File: config.mk
export PLATFORM = sky130hd
export DESIGN_NAME = motor_speed_ctrl
export DESIGN_NICKNAME = d
export VERILOG_FILES = /design/src/rtl/motor_speed_ctrl.sv
export SDC_FILE = /design/constraint.sdc
export NUM_CORES = 1
export LEC_CHECK = 0
export BUFFER_PORTS_ARGS = -buffer_cell sky130_fd_sc_hd__buf_4
export CAP_MARGIN = 20
export CORE_MARGIN = 1
export CORE_UTILIZATION = 56
export DETAILED_ROUTE_END_ITERATION = 10
export HOLD_SLACK_MARGIN = 0.02
export MAX_ROUTING_LAYER = met4
export PLACE_DENSITY = 0.77
export SLEW_MARGIN = 0
export SYNTH_ARGS = -nofsm -noshare
export SYNTH_HDL_FRONTEND = slang
export SYNTH_SLANG_ARGS = --single-unit
File: constraint.sdc
create_clock -name clk -period 7.5 [get_ports clk]
set_clock_uncertainty 0.2 [all_clocks]
set_input_delay 1.875 -clock clk [delete_from_list [all_inputs] [get_ports clk]]
set_output_delay 1.875 -clock clk [all_outputs]
set_load 0.05 [all_outputs]
File: src/rtl/motor_speed_ctrl.sv
// Closed-loop motor speed controller: counts encoder edges per window, runs a
// saturating PI update once per window and drives a glitch-free PWM output.
module motor_speed_ctrl #(
    parameter int WINDOW_CYCLES = 12500000,
    parameter int PWM_PERIOD    = 5000,
    parameter int KP            = 4,
    parameter int KI_SHIFT      = 3,
    parameter int INTEG_LIM     = 1048575,
    parameter int STALL_WINDOWS = 5
) (
    input  logic        clk,
    input  logic        n_rst,
    input  logic        enable,
    input  logic [15:0] target_edges,
    input  logic        inp_fbp,
    output logic        pwm_out,
    output logic [12:0] duty,
    output logic [15:0] meas_edges,
    output logic        meas_valid,
    output logic        stall
);

    localparam int WIN_W   = $clog2(WINDOW_CYCLES);
    localparam int STALL_W = $clog2(STALL_WINDOWS + 1);
    localparam logic signed [31:0] KP_S   = 32'(KP);
    localparam logic signed [31:0] PWM_S  = 32'(PWM_PERIOD);
    localparam logic signed [21:0] LIM_HI = 22'(INTEG_LIM);
    localparam logic signed [21:0] LIM_LO = -LIM_HI;

    typedef enum logic [1:0] {ST_IDLE, ST_MEASURE, ST_UPDATE, ST_STALL} state_t;

    state_t state, state_nxt;

    logic               fbp_p0, fbp_p1, fbp_p2;
    logic               edge_det;
    logic [WIN_W-1:0]   win_cnt;
    logic               win_term;
    logic [15:0]        edge_cnt;
    logic [STALL_W-1:0] stall_cnt, stall_cnt_inc;
    logic               stall_qual, stall_hit;
    logic [12:0]        duty_tgt;
    logic [12:0]        pwm_cnt;

    logic signed [16:0] err;
    logic signed [20:0] integ, integ_next;
    logic signed [21:0] integ_sum;
    logic signed [31:0] err_w, ki_w, u;

    function automatic logic [15:0] sat_inc16(input logic [15:0] v, input logic inc);
        logic [16:0] s;
        s = {1'b0, v} + {16'd0, inc};
        sat_inc16 = s[16] ? 16'hFFFF : s[15:0];
    endfunction

    function automatic logic signed [20:0] clamp_integ(input logic signed [21:0] v);
        if (v > LIM_HI)
            clamp_integ = LIM_HI[20:0];
        else if (v < LIM_LO)
            clamp_integ = LIM_LO[20:0];
        else
            clamp_integ = v[20:0];
    endfunction

    function automatic logic [12:0] clamp_duty(input logic signed [31:0] v);
        if (v < 0)
            clamp_duty = 13'd0;
        else if (v > PWM_S)
            clamp_duty = 13'(PWM_PERIOD);
        else
            clamp_duty = v[12:0];
    endfunction

    // Stage p0..p2: encoder synchroniser and rising-edge detect
    always_ff @(posedge clk or negedge n_rst) begin
        if (!n_rst) begin
            fbp_p0 <= 1'b0;
            fbp_p1 <= 1'b0;
            fbp_p2 <= 1'b0;
        end else begin
            fbp_p0 <= inp_fbp;
            fbp_p1 <= fbp_p0;
            fbp_p2 <= fbp_p1;
        end
    end

    assign edge_det = fbp_p1 & ~fbp_p2;
    assign win_term = (state == ST_MEASURE) && (win_cnt == WIN_W'(WINDOW_CYCLES - 1));

    // PI arithmetic, evaluated against the freshly latched meas_edges in UPDATE
    assign err        = {1'b0, target_edges} - {1'b0, meas_edges};
    assign integ_sum  = {integ[20], integ} + {{5{err[16]}}, err};
    assign integ_next = clamp_integ(integ_sum);
    assign err_w      = err;
    assign ki_w       = integ_next >>> KI_SHIFT;
    assign u          = KP_S * err_w + ki_w;

    assign stall_qual    = (duty_tgt == 13'(PWM_PERIOD)) && (meas_edges == 16'd0);
    assign stall_cnt_inc = stall_cnt + 1'b1;
    assign stall_hit     = stall_qual && (stall_cnt_inc == STALL_W'(STALL_WINDOWS));

    always_ff @(posedge clk or negedge n_rst) begin
        if (!n_rst)
            state <= ST_IDLE;
        else
            state <= state_nxt;
    end

    always_comb begin
        state_nxt = state;
        case (state)
            ST_IDLE:    if (enable) state_nxt = ST_MEASURE;
            ST_MEASURE: if (win_term) state_nxt = ST_UPDATE;
            ST_UPDATE:  state_nxt = stall_hit ? ST_STALL : ST_MEASURE;
            ST_STALL:   state_nxt = ST_STALL;
            default:    state_nxt = ST_IDLE;
        endcase
        if (!enable)
            state_nxt = ST_IDLE;
    end

    assign stall = (state == ST_STALL);

    // Measurement window and control update
    always_ff @(posedge clk or negedge n_rst) begin
        if (!n_rst) begin
            win_cnt    <= '0;
            edge_cnt   <= 16'd0;
            meas_edges <= 16'd0;
            meas_valid <= 1'b0;
            integ      <= '0;
            stall_cnt  <= '0;
            duty_tgt   <= 13'd0;
        end else begin
            meas_valid <= 1'b0;
            if (!enable || state == ST_IDLE) begin
                win_cnt   <= '0;
                edge_cnt  <= 16'd0;
                integ     <= '0;
                stall_cnt <= '0;
                duty_tgt  <= 13'd0;
            end else begin
                case (state)
                    ST_MEASURE: begin
                        if (win_term) begin
                            win_cnt    <= '0;
                            edge_cnt   <= 16'd0;
                            meas_edges <= sat_inc16(edge_cnt, edge_det);
                            meas_valid <= 1'b1;
                        end else begin
                            win_cnt  <= win_cnt + 1'b1;
                            edge_cnt <= sat_inc16(edge_cnt, edge_det);
                        end
                    end
                    ST_UPDATE: begin
                        // Edges seen here already belong to the new window
                        edge_cnt  <= sat_inc16(edge_cnt, edge_det);
                        integ     <= integ_next;
                        duty_tgt  <= clamp_duty(u);
                        stall_cnt <= stall_qual ? stall_cnt_inc : '0;
                    end
                    ST_STALL: duty_tgt <= 13'd0;
                    default:  duty_tgt <= 13'd0;
                endcase
            end
        end
    end

    // PWM: applied duty only changes at the period wrap
    always_ff @(posedge clk or negedge n_rst) begin
        if (!n_rst) begin
            pwm_cnt <= 13'd0;
            duty    <= 13'd0;
            pwm_out <= 1'b0;
        end else begin
            if (pwm_cnt == 13'(PWM_PERIOD - 1)) begin
                pwm_cnt <= 13'd0;
                duty    <= duty_tgt;
            end else begin
                pwm_cnt <= pwm_cnt + 1'b1;
            end
            pwm_out <= (pwm_cnt < duty);
        end
    end

endmodule

==> out/metrics.json <==
{
  "run_status": "complete, but fails checks",
  "violations": "setup timing",
  "critical_path_end_type": "flop",
  "synth_async_sr_flop_share_pct": 100,
  "routed_wire_length_per_instance_um": 19.8,
  "dpl.hpwl_um": 18900,
  "timing.critical_path.arrival_ns": 8.61,
  "area_growth_pct": 39.7,
  "power.ir.vdd_worst_v": 0.000185,
  "core_area_sq_mm": 0.0154,
  "antenna-diode-count": 0,
  "grt_pass1_vias": 9348,
  "synth.distinct_cells": 72,
  "antenna_violations_before_repair": 0,
  "clk-insertion-delay-late_ns": 0.43,
  "adder_cell_share_of_the_synthesized_area_pct": 10.8,
  "tritoncts_clock_tree": "done",
  "p_switching_uw": 510,
  "grt_remaining_overflow": 0,
  "initial_core_utilization_pct": 58.3,
  "switching_share_pct": 27.6,
  "setup.reg_to_reg.worst_slack_ns": 0.08,
  "postRouteWirelength_um": 31100,
  "dieArea_sq_mm": 0.0166,
  "rr_endpoint": "duty_tgt[8]$_DFFE_PN0P_",
  "vias_per_cell": 6.24,
  "critical_path.max_fanout": 5,
  "synthXorXnorAreaFrac_pct": 6.14,
  "period_needed_ns": 8.50,
  "power_density_mw_per_mm2": 147,
  "synth_register_bits": 126,
  "max_slew_margin_pct": 30.8,
  "timing.final.ws_setup_ns": -1.00,
  "timing_hold_violations_final": 0,
  "pre_cts_slack_ns": -1.59,
  "crit_required_ns": 7.61,
  "slowest_stage": "or4b_4",
  "netlist_top_cells_count": "dfrtp_1, o21ai_0, nand2_1",
  "i_o_pins": 52,
  "worstSetupStartpointType": "input pin",
  "netlist_top_cells_area": "dfrtp_1, ha_1, o21ai_0",
  "power.share.combinational_pct": 19.1,
  "clockRootBuffer": "clkbuf_16",
  "post_synth_mux_area_share_pct": 0.821,
  "numClockSinks": 126,
  "grt_first_pass_wirelength_um": 45600,
  "cts_inserted_buffers": 17,
  "netlist.area_leader.share_pct": 35.1,
  "via_count": 9804,
  "mappedNetlistNets": 1150,
  "r2r-start": "meas_edges[2]$_DFFE_PN0P_",
  "finalNetCount": 1443,
  "synth_edf_count": 0,
  "maxCapViolCount": 0,
  "min_from": "fbp_p0$_DFF_PN0_",
  "detail_route.drc_violations": 0,
  "synth_seq_area_share_pct": 35.1,
  "critPathMaxStageDelay_ns": 0.53,
  "power.static_leakage_nw": 5.99,
  "detail_route.iter0.violations": 975,
  "maximum_clock_path_buffer_count": 2,
  "cts.htree.levels": 4,
  "total_grt_usage_pct": 36.6,
  "die_y_um": 129,
  "remaining_number_of_nets_flagged_by_the_antenna_check_after_routing": 0,
  "routabilityCongestion": 0.960,
  "power.share.clock_pct": 43.9,
  "synthCells": 1055,
  "worst_path_most_repeated_cell": "nand2_1",
  "yosys_warnings": 0,
  "initial_drt_pass_iterations": 7,
  "cts.reportedPaths.clkPinSlew_ns": 0.06,
  "finalCoreUtilization_pct": 81.4,
  "rows": 45,
  "rsz0062_at_grt": "true",
  "seq_power_share_pct": 37.0,
  "die_w_um": 129,
  "synth_simple_gate_area_share_pct": 18.7,
  "yosysMostFrequentCell": "dfrtp_1",
  "grt_max_degree": 74,
  "hold_end": "fbp_p1$_DFF_PN0_",
  "drive_above_1_share_pct": 31.9,
  "synth_largest_area_cell": "dfrtp_1",
  "min_path_type": "reg2reg",
  "number_of_buffers_inserted_by_port_buffering": 51,
  "ff_to_ff_path_depth": 38,
  "placed_cells_incl_taps": 1472,
  "transition_time_at_the_pin_with_the_least_slew_margin_ns": 1.04,
  "layout.cells.non_filler": 1572,
  "max_freq_mhz": 118,
  "timing.hold.worst_path_depth": 0,
  "internal-power_mw": 1.34,
  "synth_compound_gate_area_share_pct": 24.0,
  "setup_viol_count_final": 14,
  "post-layout-total-power_mw": 1.85,
  "final-max-slew-violation-count": 0,
  "hold-worst-slack_ns": 0.147,
  "worstSetupPathType": "in2reg",
  "fin_crit_sh_pct": 113,
  "syn-cell-area_sq_mm": 0.00899,
  "synth_area_per_cell_sq_um": 8.52,
  "dominant_combinational_cell_family_by_area_after_synthesis": "compound AO/OA/AOI/OAI gates",
  "dominantRegCellSynth": "dfrtp_1"
}
==> registers in the layout (all words and copies together) (netlist names), 2 cells and up <==
signal / flops
integ: 21
meas_edges: 16
duty_tgt: 13
duty: 13
win_cnt: 24
edge_cnt: 16
state: 2
pwm_cnt: 13
stall_cnt: 3
==> worst max-delay path: cells and delay by family <==
kind / cells / cell delay, ns
fa+ha+maj: 4 / 1.12
compound gates: 16 / 3.27
simple gates: 11 / 1.77
buf+inv: 5 / 0.54
==> kinds of logic after synthesis <==
group,count (synthesis)
compound gates,334
xor+xnor,63
fa+ha+maj,76
mux,7
buf+inv,105
simple gates,344
flops,126
==> cell usage in the layout, fill, tap and decap left out, types with 8 or more instances in the layout <==
| master | count |
|---|---|
| buf_4 | 287 |
| nand2_1 | 108 |
| xor2_1 | 19 |
| nand3_1 | 33 |
| clkbuf_16 | 17 |
| nand4_1 | 17 |
| o21ai_2 | 9 |
| o21ai_0 | 113 |
| a21o_1 | 18 |
| dfrtp_1 | 126 |
| a21oi_1 | 52 |
| nor3_1 | 11 |
| a21oi_2 | 9 |
| a31oi_1 | 14 |
| nor2_1 | 73 |
| and3_1 | 20 |
| inv_1 | 66 |
| and2_1 | 10 |
| buf_6 | 20 |
| ha_1 | 64 |
| nand2b_1 | 10 |
| a22o_1 | 35 |
| xnor2_1 | 42 |
| nor2b_1 | 8 |
==> per-layer routing <==
metal  global-route usage (%)  up-vias  wire (um)  part of all wire, %
li1                         -     4394          -                    -
met4                     18.4        0       1700                  5.5
met5                        -        -          0                    0
met1                     43.3     4661      12000                   39
met3                     7.32      182       2430                  7.8
met2                     59.5      567      15000                   48
==> layout make-up <==
type | count | area [sq um]
Clock inverter | 10 | 115
Tap cell | 211 | 264
Clock buffer | 22 | 444
Sequential cell | 126 | 3150
Timing Repair Buffer | 308 | 2390
Fill cell | 947 | 2880
Inverter | 70 | 275
Multi-Input combinational cell | 825 | 5910
==> repair_timing <==
item / 4_1_cts / 5_1_grt
setup endpoints to repair: 13 / 14
hold buffers: 0 / 0
gates resized for setup: 48 / 55
pin swaps: 35 / 36
cloned: 0 / 1
setup buffers: 49 / 27
==> power groups by stage <==
stage / logic, mW / registers (mW) / clock network, mW
after floorplan: 0.138 / 0.695 / 0
after global placement: 0.263 / 0.696 / 0
after detailed placement: 0.268 / 0.696 / 0
after CTS: 0.304 / 0.684 / 0.800
after global routing: 0.374 / 0.684 / 0.839
final: 0.354 / 0.684 / 0.811
==> through the flow <==
step	area [sq um]	TNS, ns
finish	12600	-13.12
global route	12600	-16.61
CTS	12200	-10.48
detailed placement	11000	-20.27
global placement	11000	-17.99
floorplan	9120	-11.72
==> how the worst max path moves through the flow <==
| stage | startpoint | end | slack (ns) |
|---|---|---|---|
| 5_1_grt | target_edges[0] | duty_tgt[8]$_DFFE_PN0P_ | -1.26 |
| 3_3_place_gp | target_edges[0] | duty_tgt[12]$_DFFE_PN0P_ | -1.40 |
| 2_1_floorplan | target_edges[0] | duty_tgt[11]$_DFFE_PN0P_ | -0.96 |
| 6_report | target_edges[0] | duty_tgt[8]$_DFFE_PN0P_ | -1.00 |
| 4_1_cts | target_edges[0] | duty_tgt[7]$_DFFE_PN0P_ | -0.84 |
| 3_5_place_dp | target_edges[0] | duty_tgt[7]$_DFFE_PN0P_ | -1.59 |
Power figures use the tool's default switching activity.
